## config.mk

```make
export PLATFORM = sky130hd
export DESIGN_NAME = dna_job_scheduler_flat
export DESIGN_NICKNAME = d
export VERILOG_FILES = /design/src/rtl/dna_job_scheduler_if.sv /design/src/rtl/dna_job_scheduler.sv /design/src/flat_wrapper.sv
export SDC_FILE = /design/constraint.sdc
export NUM_CORES = 1
export LEC_CHECK = 0
export BUFFER_PORTS_ARGS = -buffer_cell sky130_fd_sc_hd__buf_2
export CORE_AREA = 2 2 582 584
export CTS_CLUSTER_SIZE = 25
export DETAILED_ROUTE_END_ITERATION = 8
export DIE_AREA = 0 0 584 586
export PLACE_DENSITY = 0.3
export SYNTH_ARGS = -nofsm -noshare
export SYNTH_HDL_FRONTEND = slang
export SYNTH_SLANG_ARGS = --single-unit
```

## constraint.sdc

```tcl
create_clock -name clk -period 6.51 [get_ports clk]
set_input_delay 0.3255 -clock clk [delete_from_list [all_inputs] [get_ports clk]]
set_output_delay 0.3255 -clock clk [all_outputs]
set_load 0.02 [all_outputs]
```

## src/rtl/dna_job_scheduler_if.sv

```systemverilog
// Request, response and controller signals shared between the DNA job scheduler and its
// environment. The slave modport is the scheduler side.
interface dna_job_scheduler_if #(
    parameter int unsigned MSG_W = 39,
    parameter int unsigned DNA_W = 320
);
    logic             wr_req_valid;
    logic             wr_req_ready;
    logic [MSG_W-1:0] wr_req_msg;
    logic             rd_req_valid;
    logic             rd_req_ready;
    logic [DNA_W-1:0] rd_req_dna;
    logic             resp_valid;
    logic             resp_ready;
    logic             resp_is_read;
    logic             resp_err;
    logic [MSG_W-1:0] resp_msg;
    logic [DNA_W-1:0] resp_dna;
    logic [1:0]       ctrl_mode;
    logic [MSG_W-1:0] ctrl_write_in;
    logic [DNA_W-1:0] ctrl_read_in;
    logic [DNA_W-1:0] ctrl_write_out;
    logic [MSG_W-1:0] ctrl_read_out;
    logic             ctrl_finish;
    logic             ctrl_rst_n;
    logic             busy;
    logic [15:0]      ok_count;
    logic [15:0]      err_count;

    modport slave (
        input  wr_req_valid, wr_req_msg, rd_req_valid, rd_req_dna, resp_ready,
               ctrl_write_out, ctrl_read_out, ctrl_finish,
        output wr_req_ready, rd_req_ready, resp_valid, resp_is_read, resp_err, resp_msg,
               resp_dna, ctrl_mode, ctrl_write_in, ctrl_read_in, ctrl_rst_n, busy,
               ok_count, err_count
    );

    modport master (
        output wr_req_valid, wr_req_msg, rd_req_valid, rd_req_dna, resp_ready,
               ctrl_write_out, ctrl_read_out, ctrl_finish,
        input  wr_req_ready, rd_req_ready, resp_valid, resp_is_read, resp_err, resp_msg,
               resp_dna, ctrl_mode, ctrl_write_in, ctrl_read_in, ctrl_rst_n, busy,
               ok_count, err_count
    );
endinterface

```

## src/rtl/dna_job_scheduler.sv

```systemverilog
// Round-robin scheduler sharing one DNA storage controller between write (encode) and read
// (decode) request channels, with a watchdog that times out and resets a stuck controller.
module dna_job_scheduler #(
    parameter int unsigned MSG_W       = 39,
    parameter int unsigned DNA_W       = 320,
    parameter int unsigned TIMEOUT_CYC = 1024,
    parameter int unsigned RST_CYC     = 2
) (
    input logic                 clk,
    input logic                 resetN,
    dna_job_scheduler_if.slave  bus
);

    localparam int unsigned CntMax = (TIMEOUT_CYC > RST_CYC) ? TIMEOUT_CYC : RST_CYC;
    localparam int unsigned CntW   = $clog2(CntMax) + 1;
    localparam logic [CntW-1:0] TimeoutLast = CntW'(TIMEOUT_CYC - 1);
    localparam logic [CntW-1:0] RstLast     = CntW'(RST_CYC - 1);
    localparam logic [CntW-1:0] CntOne      = CntW'(1);

    typedef enum logic [2:0] {StIdle, StIssue, StWait, StResp, StRecover} state_e;

    state_e           state_q, state_d;
    logic             last_rd_q, last_rd_d;
    logic             job_rd_q, job_rd_d;
    logic [MSG_W-1:0] wr_op_q, wr_op_d;
    logic [DNA_W-1:0] rd_op_q, rd_op_d;
    logic [MSG_W-1:0] resp_msg_q, resp_msg_d;
    logic [DNA_W-1:0] resp_dna_q, resp_dna_d;
    logic             resp_err_q, resp_err_d;
    logic [CntW-1:0]  cnt_q, cnt_d;
    logic [15:0]      ok_cnt_q, ok_cnt_d;
    logic [15:0]      err_cnt_q, err_cnt_d;
    logic             grant_wr, grant_rd;

    // On a tie the channel that did not win last time gets the grant.
    assign grant_wr = bus.wr_req_valid & (~bus.rd_req_valid | last_rd_q);
    assign grant_rd = bus.rd_req_valid & (~bus.wr_req_valid | ~last_rd_q);

    always_ff @(posedge clk or negedge resetN) begin
        if (!resetN) begin
            state_q    <= StIdle;
            last_rd_q  <= 1'b1;
            job_rd_q   <= 1'b0;
            wr_op_q    <= '0;
            rd_op_q    <= '0;
            resp_msg_q <= '0;
            resp_dna_q <= '0;
            resp_err_q <= 1'b0;
            cnt_q      <= '0;
            ok_cnt_q   <= '0;
            err_cnt_q  <= '0;
        end else begin
            state_q    <= state_d;
            last_rd_q  <= last_rd_d;
            job_rd_q   <= job_rd_d;
            wr_op_q    <= wr_op_d;
            rd_op_q    <= rd_op_d;
            resp_msg_q <= resp_msg_d;
            resp_dna_q <= resp_dna_d;
            resp_err_q <= resp_err_d;
            cnt_q      <= cnt_d;
            ok_cnt_q   <= ok_cnt_d;
            err_cnt_q  <= err_cnt_d;
        end
    end

    always_comb begin
        state_d    = state_q;
        last_rd_d  = last_rd_q;
        job_rd_d   = job_rd_q;
        wr_op_d    = wr_op_q;
        rd_op_d    = rd_op_q;
        resp_msg_d = resp_msg_q;
        resp_dna_d = resp_dna_q;
        resp_err_d = resp_err_q;
        cnt_d      = cnt_q;
        ok_cnt_d   = ok_cnt_q;
        err_cnt_d  = err_cnt_q;
        unique case (state_q)
            StIdle: begin
                if (grant_wr) begin
                    wr_op_d   = bus.wr_req_msg;
                    job_rd_d  = 1'b0;
                    last_rd_d = 1'b0;
                    state_d   = StIssue;
                end else if (grant_rd) begin
                    rd_op_d   = bus.rd_req_dna;
                    job_rd_d  = 1'b1;
                    last_rd_d = 1'b1;
                    state_d   = StIssue;
                end
            end
            StIssue: begin
                cnt_d   = '0;
                state_d = StWait;
            end
            StWait: begin
                // A finish left high from the previous job is ignored in the first cycle.
                if (bus.ctrl_finish && (cnt_q != '0)) begin
                    resp_err_d = 1'b0;
                    resp_msg_d = job_rd_q ? bus.ctrl_read_out : '0;
                    resp_dna_d = job_rd_q ? '0 : bus.ctrl_write_out;
                    ok_cnt_d   = (ok_cnt_q == 16'hFFFF) ? ok_cnt_q : ok_cnt_q + 16'd1;
                    state_d    = StResp;
                end else if (cnt_q == TimeoutLast) begin
                    resp_err_d = 1'b1;
                    resp_msg_d = '0;
                    resp_dna_d = '0;
                    err_cnt_d  = (err_cnt_q == 16'hFFFF) ? err_cnt_q : err_cnt_q + 16'd1;
                    cnt_d      = '0;
                    state_d    = StRecover;
                end else begin
                    cnt_d = cnt_q + CntOne;
                end
            end
            StRecover: begin
                if (cnt_q == RstLast) begin
                    state_d = StResp;
                end else begin
                    cnt_d = cnt_q + CntOne;
                end
            end
            StResp: begin
                if (bus.resp_ready) begin
                    state_d = StIdle;
                end
            end
            default: state_d = StIdle;
        endcase
    end

    always_comb begin
        bus.wr_req_ready  = (state_q == StIdle) & grant_wr;
        bus.rd_req_ready  = (state_q == StIdle) & grant_rd;
        bus.ctrl_mode     = (state_q == StIssue) ? (job_rd_q ? 2'd2 : 2'd1) : 2'd0;
        bus.ctrl_rst_n    = (state_q != StRecover);
        bus.resp_valid    = (state_q == StResp);
        bus.busy          = (state_q != StIdle);
        bus.resp_is_read  = job_rd_q;
        bus.resp_err      = resp_err_q;
        bus.resp_msg      = resp_msg_q;
        bus.resp_dna      = resp_dna_q;
        bus.ctrl_write_in = wr_op_q;
        bus.ctrl_read_in  = rd_op_q;
        bus.ok_count      = ok_cnt_q;
        bus.err_count     = err_cnt_q;
    end

endmodule
```

## src/flat_wrapper.sv

```systemverilog
// flat-port wrapper written by rule: the top's interface ports become plain ports
module dna_job_scheduler_flat 
#(
    parameter int unsigned MSG_W       = 39,
    parameter int unsigned DNA_W       = 320,
    parameter int unsigned TIMEOUT_CYC = 1024,
    parameter int unsigned RST_CYC     = 2
)
  (clk, resetN, bus_wr_req_valid, bus_wr_req_msg, bus_rd_req_valid, bus_rd_req_dna, bus_resp_ready, bus_ctrl_write_out, bus_ctrl_read_out, bus_ctrl_finish, bus_wr_req_ready, bus_rd_req_ready, bus_resp_valid, bus_resp_is_read, bus_resp_err, bus_resp_msg, bus_resp_dna, bus_ctrl_mode, bus_ctrl_write_in, bus_ctrl_read_in, bus_ctrl_rst_n, bus_busy, bus_ok_count, bus_err_count);
  dna_job_scheduler_if #(.MSG_W(MSG_W), .DNA_W(DNA_W)) bus_i ();
  input logic clk;
  input logic resetN;
  input wire logic [$bits(bus_i.wr_req_valid)-1:0] bus_wr_req_valid;
  input wire logic [$bits(bus_i.wr_req_msg)-1:0] bus_wr_req_msg;
  input wire logic [$bits(bus_i.rd_req_valid)-1:0] bus_rd_req_valid;
  input wire logic [$bits(bus_i.rd_req_dna)-1:0] bus_rd_req_dna;
  input wire logic [$bits(bus_i.resp_ready)-1:0] bus_resp_ready;
  input wire logic [$bits(bus_i.ctrl_write_out)-1:0] bus_ctrl_write_out;
  input wire logic [$bits(bus_i.ctrl_read_out)-1:0] bus_ctrl_read_out;
  input wire logic [$bits(bus_i.ctrl_finish)-1:0] bus_ctrl_finish;
  output wire logic [$bits(bus_i.wr_req_ready)-1:0] bus_wr_req_ready;
  output wire logic [$bits(bus_i.rd_req_ready)-1:0] bus_rd_req_ready;
  output wire logic [$bits(bus_i.resp_valid)-1:0] bus_resp_valid;
  output wire logic [$bits(bus_i.resp_is_read)-1:0] bus_resp_is_read;
  output wire logic [$bits(bus_i.resp_err)-1:0] bus_resp_err;
  output wire logic [$bits(bus_i.resp_msg)-1:0] bus_resp_msg;
  output wire logic [$bits(bus_i.resp_dna)-1:0] bus_resp_dna;
  output wire logic [$bits(bus_i.ctrl_mode)-1:0] bus_ctrl_mode;
  output wire logic [$bits(bus_i.ctrl_write_in)-1:0] bus_ctrl_write_in;
  output wire logic [$bits(bus_i.ctrl_read_in)-1:0] bus_ctrl_read_in;
  output wire logic [$bits(bus_i.ctrl_rst_n)-1:0] bus_ctrl_rst_n;
  output wire logic [$bits(bus_i.busy)-1:0] bus_busy;
  output wire logic [$bits(bus_i.ok_count)-1:0] bus_ok_count;
  output wire logic [$bits(bus_i.err_count)-1:0] bus_err_count;
  assign bus_i.wr_req_valid = bus_wr_req_valid;
  assign bus_i.wr_req_msg = bus_wr_req_msg;
  assign bus_i.rd_req_valid = bus_rd_req_valid;
  assign bus_i.rd_req_dna = bus_rd_req_dna;
  assign bus_i.resp_ready = bus_resp_ready;
  assign bus_i.ctrl_write_out = bus_ctrl_write_out;
  assign bus_i.ctrl_read_out = bus_ctrl_read_out;
  assign bus_i.ctrl_finish = bus_ctrl_finish;
  assign bus_wr_req_ready = bus_i.wr_req_ready;
  assign bus_rd_req_ready = bus_i.rd_req_ready;
  assign bus_resp_valid = bus_i.resp_valid;
  assign bus_resp_is_read = bus_i.resp_is_read;
  assign bus_resp_err = bus_i.resp_err;
  assign bus_resp_msg = bus_i.resp_msg;
  assign bus_resp_dna = bus_i.resp_dna;
  assign bus_ctrl_mode = bus_i.ctrl_mode;
  assign bus_ctrl_write_in = bus_i.ctrl_write_in;
  assign bus_ctrl_read_in = bus_i.ctrl_read_in;
  assign bus_ctrl_rst_n = bus_i.ctrl_rst_n;
  assign bus_busy = bus_i.busy;
  assign bus_ok_count = bus_i.ok_count;
  assign bus_err_count = bus_i.err_count;
  dna_job_scheduler #(.MSG_W(MSG_W), .DNA_W(DNA_W), .TIMEOUT_CYC(TIMEOUT_CYC), .RST_CYC(RST_CYC)) u_core (.clk(clk), .resetN(resetN), .bus(bus_i));
endmodule
```

# Yosys cells after proc, flatten, opt, wreduce, memory -nomap -nowiden
# Index checks and enable logic that the tools add are counted.
[word_totals] ff_bits=767 latchBits=0 mem_bits_rw=0 rom_bits=0 in_bits=724 out_inout_bits=759 n_memories=0
[classes] n_addsub=3 mul=0 n_div=0 order_cmp=0 n_eq_ne=15 n_shift=0 muxes=23 bitwise=13 n_reduce_logical=15
[ops] op="320-bit 2-to-1 mux" n=3
[ops] op="39-bit 2-to-1 mux" n=3
[ops] op="11-bit 2-to-1 mux" n=3
[ops] op="11-bit one-hot mux with 3 select lines" n=1
[ops] op="16-bit by 1-bit adder with 16-bit output (second input constant)" n=2
[ops] op="16-bit == test (second input constant)" n=2
[ops] op="3-bit 2-to-1 mux" n=6
[ops] op="3-bit one-hot mux with 5 select lines" n=1
[ops] op="11-bit by 1-bit adder with 11-bit output (second input constant)" n=1
[ops] op="11-bit by 1-bit == test with 1-bit output (second input constant)" n=1
[ops] op="11-bit by 10-bit == test with 1-bit output (second input constant)" n=1
[ops] op="11-bit nonzero test" n=1
[ops] op="3-bit AND reduction" n=3
[ops] op="4-bit AND reduction" n=2
[ops] op="1-bit inverter" n=7
[ops] op="3-bit by 2-bit == test with 1-bit output (second input constant)" n=2
[ops] op="2-bit inequality test (second input constant)" n=3
[ops] op="3-bit by 1-bit inequality test with 1-bit output (second input constant)" n=2
[ops] op="2-bit AND reduction" n=3
[ops] op="3-bit nonzero test" n=2
[ops] op="1-bit bitwise AND" n=4
[ops] op="1-bit 2-to-1 mux" n=4
[ops] op="2-bit 2-to-1 mux" n=2
[ops] op="2-bit nonzero test" n=2
[ops] op="7 further kinds" n=8

# Depth between registers and ports, before layout
# Gate-level depths: netlist (run 1).
[logic_depth] ltp_word=6 ltp_mapped=10

# Least setup slack after synthesis (run 1)
# No wires, ideal clock.
[synth_path] path_type="reg-to-reg" start="register u_core.cnt_q[0]" end="register u_core.err_cnt_q[1] (netlist: u_core.bus.err_count[1])" setup_time_ps=125 arrival_ps=2201 t_required_ps=6385 path_slack_ps=4184 path_stages_with_launch=7 path_buffers=0 synth_period_minus_slack_ps=2326 cell_sequence="dfrtp_1 -> inv_1 -> ha_1 -> or3b_2 -> o31a_1 -> a2111oi_4 -> mux2_2"
[synth_via] elab_chain_cells=4
[synth_rtl] item="from (decl)" line="dna_job_scheduler.sv:30" rtl="logic [CntW-1:0] cnt_q, cnt_d;"
[synth_rtl] item="from (signal assigned)" line="dna_job_scheduler.sv:61" rtl="cnt_q <= cnt_d;"
[synth_rtl] item="11-bit nonzero test" line="dna_job_scheduler.sv:99" rtl="if (bus.ctrl_finish && (cnt_q != '0)) begin"
[synth_rtl] item="1-bit logical AND" line="dna_job_scheduler.sv:99"
[synth_rtl] item="1-bit inverter (no source line)"
[synth_rtl] item="4-bit AND reduction (no source line) (*)"
[synth_rtl] item="to (signal assigned)" line="dna_job_scheduler.sv:63" rtl="err_cnt_q <= err_cnt_d;"
[synth_rtl] item="to (decl)" line="dna_job_scheduler.sv:32" rtl="logic [15:0] err_cnt_q, err_cnt_d;"
# Mark *: on every way between the ends. The rest lies on a longest branch, timed or not.
# A chain may end at the register's enable or synchronous reset.

# Worst setup path in the final report (run 1)
[layout_path] start="register u_core.cnt_q[0]" end="register u_core.resp_dna_q[43] (netlist: u_core.bus.resp_dna[43])"
[layout_via] elab_chain_cells=4
[layout_rtl] item="11-bit nonzero test" line="dna_job_scheduler.sv:99"
[layout_rtl] item="1-bit logical AND" line="dna_job_scheduler.sv:99"
[layout_rtl] item="2-bit nonzero test (no source line)"
[layout_rtl] item="2-bit AND reduction (no source line)"
[layout_rtl] item="to (signal assigned)" line="dna_job_scheduler.sv:59" rtl="resp_dna_q <= resp_dna_d;"
[layout_rtl] item="to (decl)" line="dna_job_scheduler.sv:28" rtl="logic [DNA_W-1:0] resp_dna_q, resp_dna_d;"
# Parallel ways exist; a longest one is shown, timed or not.

==> impl_results.md, run 1 <==
* Status: completed
* Unrepaired setup endpoints after global routing: false
* Most used DFF post-synth: dfrtp_1
* Overall Power at 24.59 mW
* Crit Path Max Fanout at 169
* Die width at 584 um
* Die height at 586 um
* FF-to-FF Start: u_core.cnt_q[0]$_DFFE_PN0P_
* Detailed Place HPWL at ~170 mm
* Final Instance Count excl. Fillers at ~9400
* Worst Path Class, Setup: reg -> reg
* CTS H-tree lvls at 3
* Port Buf Inserts at 1482
* WP data arrival at between 4 and 5 ns
* Post-CTS Setup Bufs at 0
* Residual DRC at 0
* DR WL/cell at approximately 23 um
* Setup Viol. Count Final at 0
* Synth top area cells: dfrtp_1 (67%), nand2_1 (15%), a22o_1 (9.7%), clkbuf_1 (1.2%), buf_6 (0.90%)
* Top post-synthesis cells by count: nand2_1 (1180), dfrtp_1 (766), a22o_1 (320)
* Reg2Reg Setup Slack at 2.50 ns
* Share of layout cells above drive strength 1 at roughly 35%
* Unique masters post-synth at 48
* Reg2Reg Capture Point: u_core.bus.resp_dna[43]$_DFFE_PN0P_
* Final instance area at 52190 sq um
* Asr flop ratio synth at 100.0%
* Vias in the first global route at 31333
* Crit path capture type: flip-flop
* Average cell area after synthesis at 10.82 sq um
* Number of synthesized flops with an enable pin at 0
* Final hold vios at 0
* Worst relative slew slack at 23.33%
* 1st-iter DRT viols at 1399
* Worst min path class: in -> async
* Post-Synthesis Cell Area at 28800 sq um
* Initial antenna violation count at 75
* CTS clk-pin slew, worst paths at 0.06 ns
* Final TNS setup at 0 ns
* Max-cap violation count at 0
* Total number of yosys warnings at 0
* Final Cycle Share at around 62%
* Via count at 29277
* CTS Buf Count at 110
* Worst Reg-to-Reg Cells at 8
* Pin count of the biggest net entering global routing at 170
* Initial Util at 8.576%
* Io pins at 1483
* Max Freq at approximately 250 MHz
* Most numerous cell in the Yosys netlist: nand2_1
* Resized cells post-CTS at 0
* Placed Area at 41310 sq um
* GRT Residual Overflow at 0
* Drt pass-1 iters at 5
* Hold Buf Count CTS at 719
* Final count of pins violating max slew at 0
* Largest vdd supply drop at around 220 uV
* Gpl congestion at 0.8873
* Post-synth top area cell: dfrtp_1
* GRT Resource Usage Total at 11.80%
* Cells after DPL at 8418
* Syn-to-layout area delta at 81.23%
* Fillers at 38029
* Slew @ Worst Pin at 1.148 ns
* Die ar. at 342200 sq um
* Final Routed Wirelength at roughly 210 mm
* Crit path required time at 7.18 ns
* Leak at 26.12 nW
* Worst Setup Start Kind: flip-flop
* Final min period at 4.005 ns
* TritonCTS clock tree: done
* First-pass GRT wire length at 278.8 mm
* Clk sinks at 767
* Vias per Instance at ~3.1
* Root buffer cell: clkbuf_16
* Num rows at 213
* Worst-skew pair later-pin latency at 0.85 ns
* Syn nets at about 3400
* Layout Skew at approximately 0.077 ns
* Pwr per Cell Area at 471.1 nW/um^2
* Final net count at 5571
* Clk buf depth at 4
* Syn Inst Count at ~2700
* Core Area at 335800 sq um
* #FFs+latches synth at 767
* Post-synth top area share at 66.56%
* Seq/Total Area, Yosys at 66.65%
* Post-route ant nets at 0
-- routing by layer --
| metal | global-route usage, % | up-vias | part of all wire (%) |
|---|---|---|---|
| met5 | 0 | - | 0.052 |
| met4 | 4.873 | 16 | 4.4 |
| met3 | 3.591 | 304 | 7.7 |
| met2 | 21.01 | 1265 | 50 |
| met1 | 12.97 | 14439 | 38 |
| li1 | - | 13253 | - |
-- through the flow --
stage                     hold WS, ns  util [%]  worst slack [ns]
final                         0.04723     15.54             2.505
after global routing          0.03057     15.53             2.495
after CTS                     0.02191     15.51             2.589
after detailed placement       0.4290     12.30             3.033
after global placement         0.4272     12.30             3.047
after floorplan               0.02991         -             4.184
-- final cells by class --
type / count / area [sq um] / area share (%)
clock inverter: 33 / 382.9 / 0.7336
clock buffer: 165 / 3201 / 6.132
tap: 4407 / 5514 / 10.57
timing repair buffer: 2237 / 15060 / 28.85
sequential: 767 / 19190 / 36.78
antenna: 40 / 100.1 / 0.1918
inverter: 10 / 45.04 / 0.08630
multi-input combinational: 1716 / 8697 / 16.66
-- cell families (layout without fill, tap and decap cells) --
family          Yosys count  count (layout)  share of synthesized area, %
compound gates          400             400                         11.42
xor+xnor                 28              28                        0.8516
fa+ha+maj                 5               5                        0.2172
buf+inv                 178            2445                         3.276
flops                   767             767                         66.65
mux                       4               4                        0.1564
other cells               0              40                             0
simple gates           1279            1279                         17.43
-- cells in the final DEF, fill, tap and decap left out, types with 4 or more instances in the layout --
| master | instances |
|---|---|
| buf_2 | 1481 |
| nand2_1 | 1180 |
| dfrtp_1 | 766 |
| dlygate4sd3_1 | 719 |
| a22o_1 | 320 |
| clkbuf_16 | 111 |
| diode_2 | 40 |
| clkbuf_1 | 32 |
| o21ai_1 | 27 |
| o21ai_0 | 23 |
| buf_4 | 23 |
| nand3_1 | 22 |
| clkbuf_8 | 22 |
| nor2_1 | 15 |
| xnor2_1 | 15 |
| nand4_1 | 13 |
| xor2_1 | 13 |
| clkinv_2 | 13 |
| buf_12 | 13 |
| a21oi_1 | 11 |
| inv_1 | 9 |
| or4_1 | 7 |
| clkinvlp_4 | 7 |
| nor3_1 | 6 |
| or3_1 | 6 |
| nor4_1 | 6 |
| o31ai_1 | 6 |
| and3_1 | 5 |
| ha_1 | 5 |
| inv_6 | 5 |
| bufinv_16 | 5 |
| nand2b_1 | 4 |
| mux2_2 | 4 |
-- sequential cells by signal, summed over array words and instances, names as in the netlist --
register and flops:
u_core.bus.resp_err 1, u_core.bus.ctrl_read_in 320, u_core.state_q 3, u_core.bus.resp_is_read 1, u_core.bus.err_count 16, u_core.bus.ok_count 16, u_core.bus.ctrl_write_in 39, u_core.bus.resp_msg 39
u_core.last_rd_q 1, u_core.cnt_q 11, u_core.bus.resp_dna 320
-- power breakdown --
part           switching [mW]  internal [mW]
clock                    2.51           3.59
sequential               1.32           6.84
combinational            7.08           3.25
-- critical path: stages, from the launching register on --
cell and delay, ns:
dfrtp_1 0.47, inv_1 0.12, ha_1 0.15, or3b_2 0.48
o31ai_2 0.89, nor3_2 0.12, buf_12 0.24, buf_12 0.45
a22o_1 0.40
-- how the worst max path moves through the flow --
| stage | depth (start not counted) | startpoint | to |
|---|---|---|---|
| floorplan | 6 | u_core.cnt_q[0]$_DFFE_PN0P_ | u_core.bus.err_count[1]$_DFFE_PN0P_ |
| global placement | 8 | u_core.cnt_q[0]$_DFFE_PN0P_ | u_core.bus.resp_dna[39]$_DFFE_PN0P_ |
| detailed placement | 8 | u_core.cnt_q[0]$_DFFE_PN0P_ | u_core.bus.resp_dna[73]$_DFFE_PN0P_ |
| CTS | 5 | u_core.state_q[2]$_DFFE_PN0P_ | bus_rd_req_ready |
| global route | 5 | u_core.state_q[2]$_DFFE_PN0P_ | bus_rd_req_ready |
| finish | 8 | u_core.cnt_q[0]$_DFFE_PN0P_ | u_core.bus.resp_dna[43]$_DFFE_PN0P_ |
(Power assumes the default switching activity.)
==> run 2, diff against run 1 <==
--- a/config.mk
+++ b/config.mk
@@ -6,10 +6,10 @@
 export NUM_CORES = 1
 export LEC_CHECK = 0
 export BUFFER_PORTS_ARGS = -buffer_cell sky130_fd_sc_hd__buf_2
-export CORE_AREA = 2 2 582 584
+export CORE_AREA = 2 2 575 577
 export CTS_CLUSTER_SIZE = 25
 export DETAILED_ROUTE_END_ITERATION = 8
-export DIE_AREA = 0 0 584 586
+export DIE_AREA = 0 0 577 579
 export PLACE_DENSITY = 0.3
 export SYNTH_ARGS = -nofsm -noshare
 export SYNTH_HDL_FRONTEND = slang
==> constraint.sdc (replaced) <==
create_clock -name clk -period 3.4 [get_ports clk]
set_input_delay 0.17 -clock clk [delete_from_list [all_inputs] [get_ports clk]]
set_output_delay 0.17 -clock clk [all_outputs]
set_load 0.02 [all_outputs]
==> impl_results.md, run 2 (same netlist as run 1, synthesis figures left out) <==
* Status: completed (unchanged)
* Reg2Reg Setup Slack at 0.62 ns (was 2.50 ns)
* Final instance area at 53490 sq um (was 52190 sq um)
* Max-cap violation count at 0 (unchanged)
* Clk buf depth at 4 (unchanged)
* WL met3 at 16.33 mm (was 16.31 mm)
* Drt pass-1 iters at 5 (unchanged)
* Worst Path Class, Setup: reg -> out (was reg -> reg)
* Crit Path Max Fanout at 68 (was 169)
* Final Cycle Share at 88.88%
* Port Buf Inserts at 1482 (unchanged)
* Die height at 579 um (was 586 um)
* Final net count at 5713 (was 5571)
* DR WL met2 at 103.4 mm (was 105.3 mm)
* Post-CTS Setup Bufs at 0 (unchanged)
* Worst Setup Start Kind: flip-flop (unchanged)
* WP data arrival at 2.85 ns (was 4.67 ns)
* Final hold vios at 0 (unchanged)
* Final Routed Wirelength at 210.9 mm (was 211.5 mm)
* DRT met1 WL at 83.90 mm (was 80.52 mm)
* Worst min path class: in -> reg (was in -> async)
* Setup Viol. Count Final at 0 (unchanged)
* Clk network pwr share at 24.3% (was 24.8%)
* Final Instance Count excl. Fillers at 9461 (was 9375)
* Initial antenna violation count at 68 (was 75)
* Final count of pins violating max slew at 0 (unchanged)
* Unrepaired setup endpoints after global routing: false (unchanged)
* Post-route ant nets at 0 (unchanged)
* Pwr per Cell Area at 883.1 nW/um^2 (was 471.1 nW/um^2)
* Io pins at 1483 (unchanged)
* CP peak stage delay at 0.52 ns (was 0.89 ns)
* Root buffer cell: clkbuf_16 (unchanged)
* CTS clk-pin slew, worst paths at 0.06 ns (about the same)
* Max Freq at 330.9 MHz
* Via count at 29860 (was 29277)
* CTS Buf Count at 108 (was 110)
* Initial Util at 8.762% (was 8.576%)
* Pin count of the biggest net entering global routing at 141 (was 170)
* First-pass GRT wire length at 277.8 mm (was 278.8 mm)
* Commonest non-fill, non-tap cell in the layout: buf_2 (unchanged)
* Commonest cells after routing, fill and taps aside: buf_2 (1481), nand2_1 (1180), dlygate4sd3_1 (827) (was buf_2 (1481), nand2_1 (1180), dfrtp_1 (766))
* Layout Skew at 0.02928 ns (was 0.07722 ns)
* Num rows at 211 (was 213)
* Die ar. at 334100 sq um (was 342200 sq um)
* TritonCTS clock tree: done (unchanged)
* Core Area at 328700 sq um (was 335800 sq um)
* Die width at 577 um (was 584 um)
* Worst-skew pair later-pin latency at 0.80 ns (was 0.85 ns)
* Crit-path leading delay family: buffers and inverters (was compound AO/OA/AOI/OAI gates)
* Final min period at 3.022 ns
* Max Used Layer: met5 (unchanged)
* Vias per Instance at 3.156 (was 3.123)
* Final TNS setup at 0 ns (unchanged)
* Placed Area at 41610 sq um (was 41310 sq um)
* Slowest stage cell, crit path: dfrtp_1 (was o31ai_2)
* Syn-to-layout area delta at 85.73% (was 81.23%)
* Vias in the first global route at 31490 (was 31333)
* 1st-iter DRT viols at 1628 (was 1399)
* Worst relative slew slack at 26.11% (was 23.33%)
* Crit path required time at 3.23 ns (was 7.18 ns)
* Hold WS at 0.08514 ns (was 0.04723 ns)
* Fillers at 37096 (was 38029)
* Switching share of total power at 44.37% (about the same)
* GRT Resource Usage Total at 12.04% (was 11.80%)
* Logic gate share of total power at 42.4% (was 42.0%)
* Crit path capture type: output port (was flip-flop)
* Share of layout cells above drive strength 1 at 34.48% (was 34.62%)
* Leak at 26.69 nW (was 26.12 nW)
* CP Buf/Inv Count at 3 (unchanged)
* Critical Path, Cell by Cell: nor3_2, nand3_4, inv_8, buf_12, buf_2 (was inv_1, ha_1, or3b_2, o31ai_2, nor3_2, buf_12, buf_12, a22o_1)
* Residual DRC at 0 (unchanged)
* CTS H-tree lvls at 3 (unchanged)
* Int Pwr at 26.28 mW (was 13.68 mW)
* Gpl congestion at 0.8191 (was 0.8873)
* Clk sinks at 767 (unchanged)
* Cells after DPL at 8412 (was 8418)
* DR WL/cell at 22.29 um (was 22.56 um)
* Sw Pwr at 20.96 mW (was 10.91 mW)
* Largest vdd supply drop at 420.3 uV (was 222.9 uV)
* GRT Residual Overflow at 0 (unchanged)
* Slew @ Worst Pin at 1.106 ns (was 1.148 ns)
* Seq pwr share at 33.3% (was 33.2%)
* Detailed Place HPWL at 168.9 mm (was 167.8 mm)
-- run 2: cell types whose count changed in the layout (fill, tap and decap cells not counted), sizes merged --
cell,previous run,this run
clkbuf,165,153
dlygate4sd3,719,827
diode,40,26
clkinvlp,7,6
clkinv,15,25
buf,1518,1554
-- run 2: area by class of cell --
| class | count | area [sq um] | area share, % |
|---|---|---|---|
| diodes | 26 | 65.06 | 0.1216 |
| clock buffers | 153 | 3082 | 5.761 |
| clock inverters | 42 | 429.2 | 0.8023 |
| inverters | 10 | 45.04 | 0.08421 |
| multi-input cells | 1716 | 8702 | 16.27 |
| flip-flops and latches | 767 | 19190 | 35.89 |
| well taps | 4366 | 5463 | 10.21 |
| repair buffers | 2381 | 16510 | 30.86 |
-- run 2: worst paths after layout --
check                                                           endpoint  cells after the start                          start
worst max-delay path                                    bus_rd_req_ready                      5  u_core.state_q[2]$_DFFE_PN0P_
worst min-delay path            u_core.bus.ctrl_read_in[287]$_DFFE_PN0P_                      6               bus_rd_req_valid
worst max register to register               u_core.cnt_q[3]$_DFFE_PN0P_                      7    u_core.cnt_q[1]$_DFFE_PN0P_
worst min register to register              u_core.last_rd_q$_DFFE_PN1P_                      2   u_core.last_rd_q$_DFFE_PN1P_
max in group asynchronous            u_core.bus.resp_msg[13]$_DFFE_PN0P_                      4                         resetN
min in group asynchronous           u_core.bus.resp_dna[286]$_DFFE_PN0P_                      3                         resetN
-- run 2: power by group through the flow --
stage / Combinational, mW / Clock [mW] / Sequential, mW
floorplan: 5.16 / 0 / 20.1
global placement: 19.8 / 0 / 15.8
detailed placement: 19.8 / 0 / 15.7
CTS: 20.7 / 12.0 / 15.7
global route: 21.6 / 12.3 / 16.2
finish: 20.0 / 11.5 / 15.7
-- run 2: timing repair --
action | 4_1_cts | 5_1_grt
hold buffers | 828 | 0
resized for setup | 1 | 0
endpoints found under the setup margin | 1 | 0
endpoints found under the hold margin | 1076 | 0
-- run 2: stage by stage --
stage | power, mW | utilization (%) | worst slack (ns)
after CTS | 48.49 | 16.25 | 0.1337
after detailed placement | 35.48 | 12.66 | 0.6383
final | 47.23 | 16.27 | 0.3781
after floorplan | 25.23 | - | 1.074
after global routing | 50.12 | 16.27 | 0.1133
after global placement | 35.54 | 12.66 | 0.5783
-- run 2: worst reg2reg max path: cells and delay by family, from the launching register on --
| family | cells | cell delay [ns] |
|---|---|---|
| adder cells (fa/ha/maj) | 1 | 0.13 |
| flip-flops | 1 | 0.43 |
| AND/OR/NAND/NOR | 1 | 0.44 |
| AO/OA/AOI/OAI | 4 | 1.59 |
| buffers and inverters | 1 | 0.11 |
-- run 2: routing by layer --
metal / global-route usage, % / vias up
met5: 0.3120 / -
met4: 4.283 / 34
met3: 3.633 / 274
met2: 20.77 / 1299
met1: 14.01 / 14725
li1: - / 13528
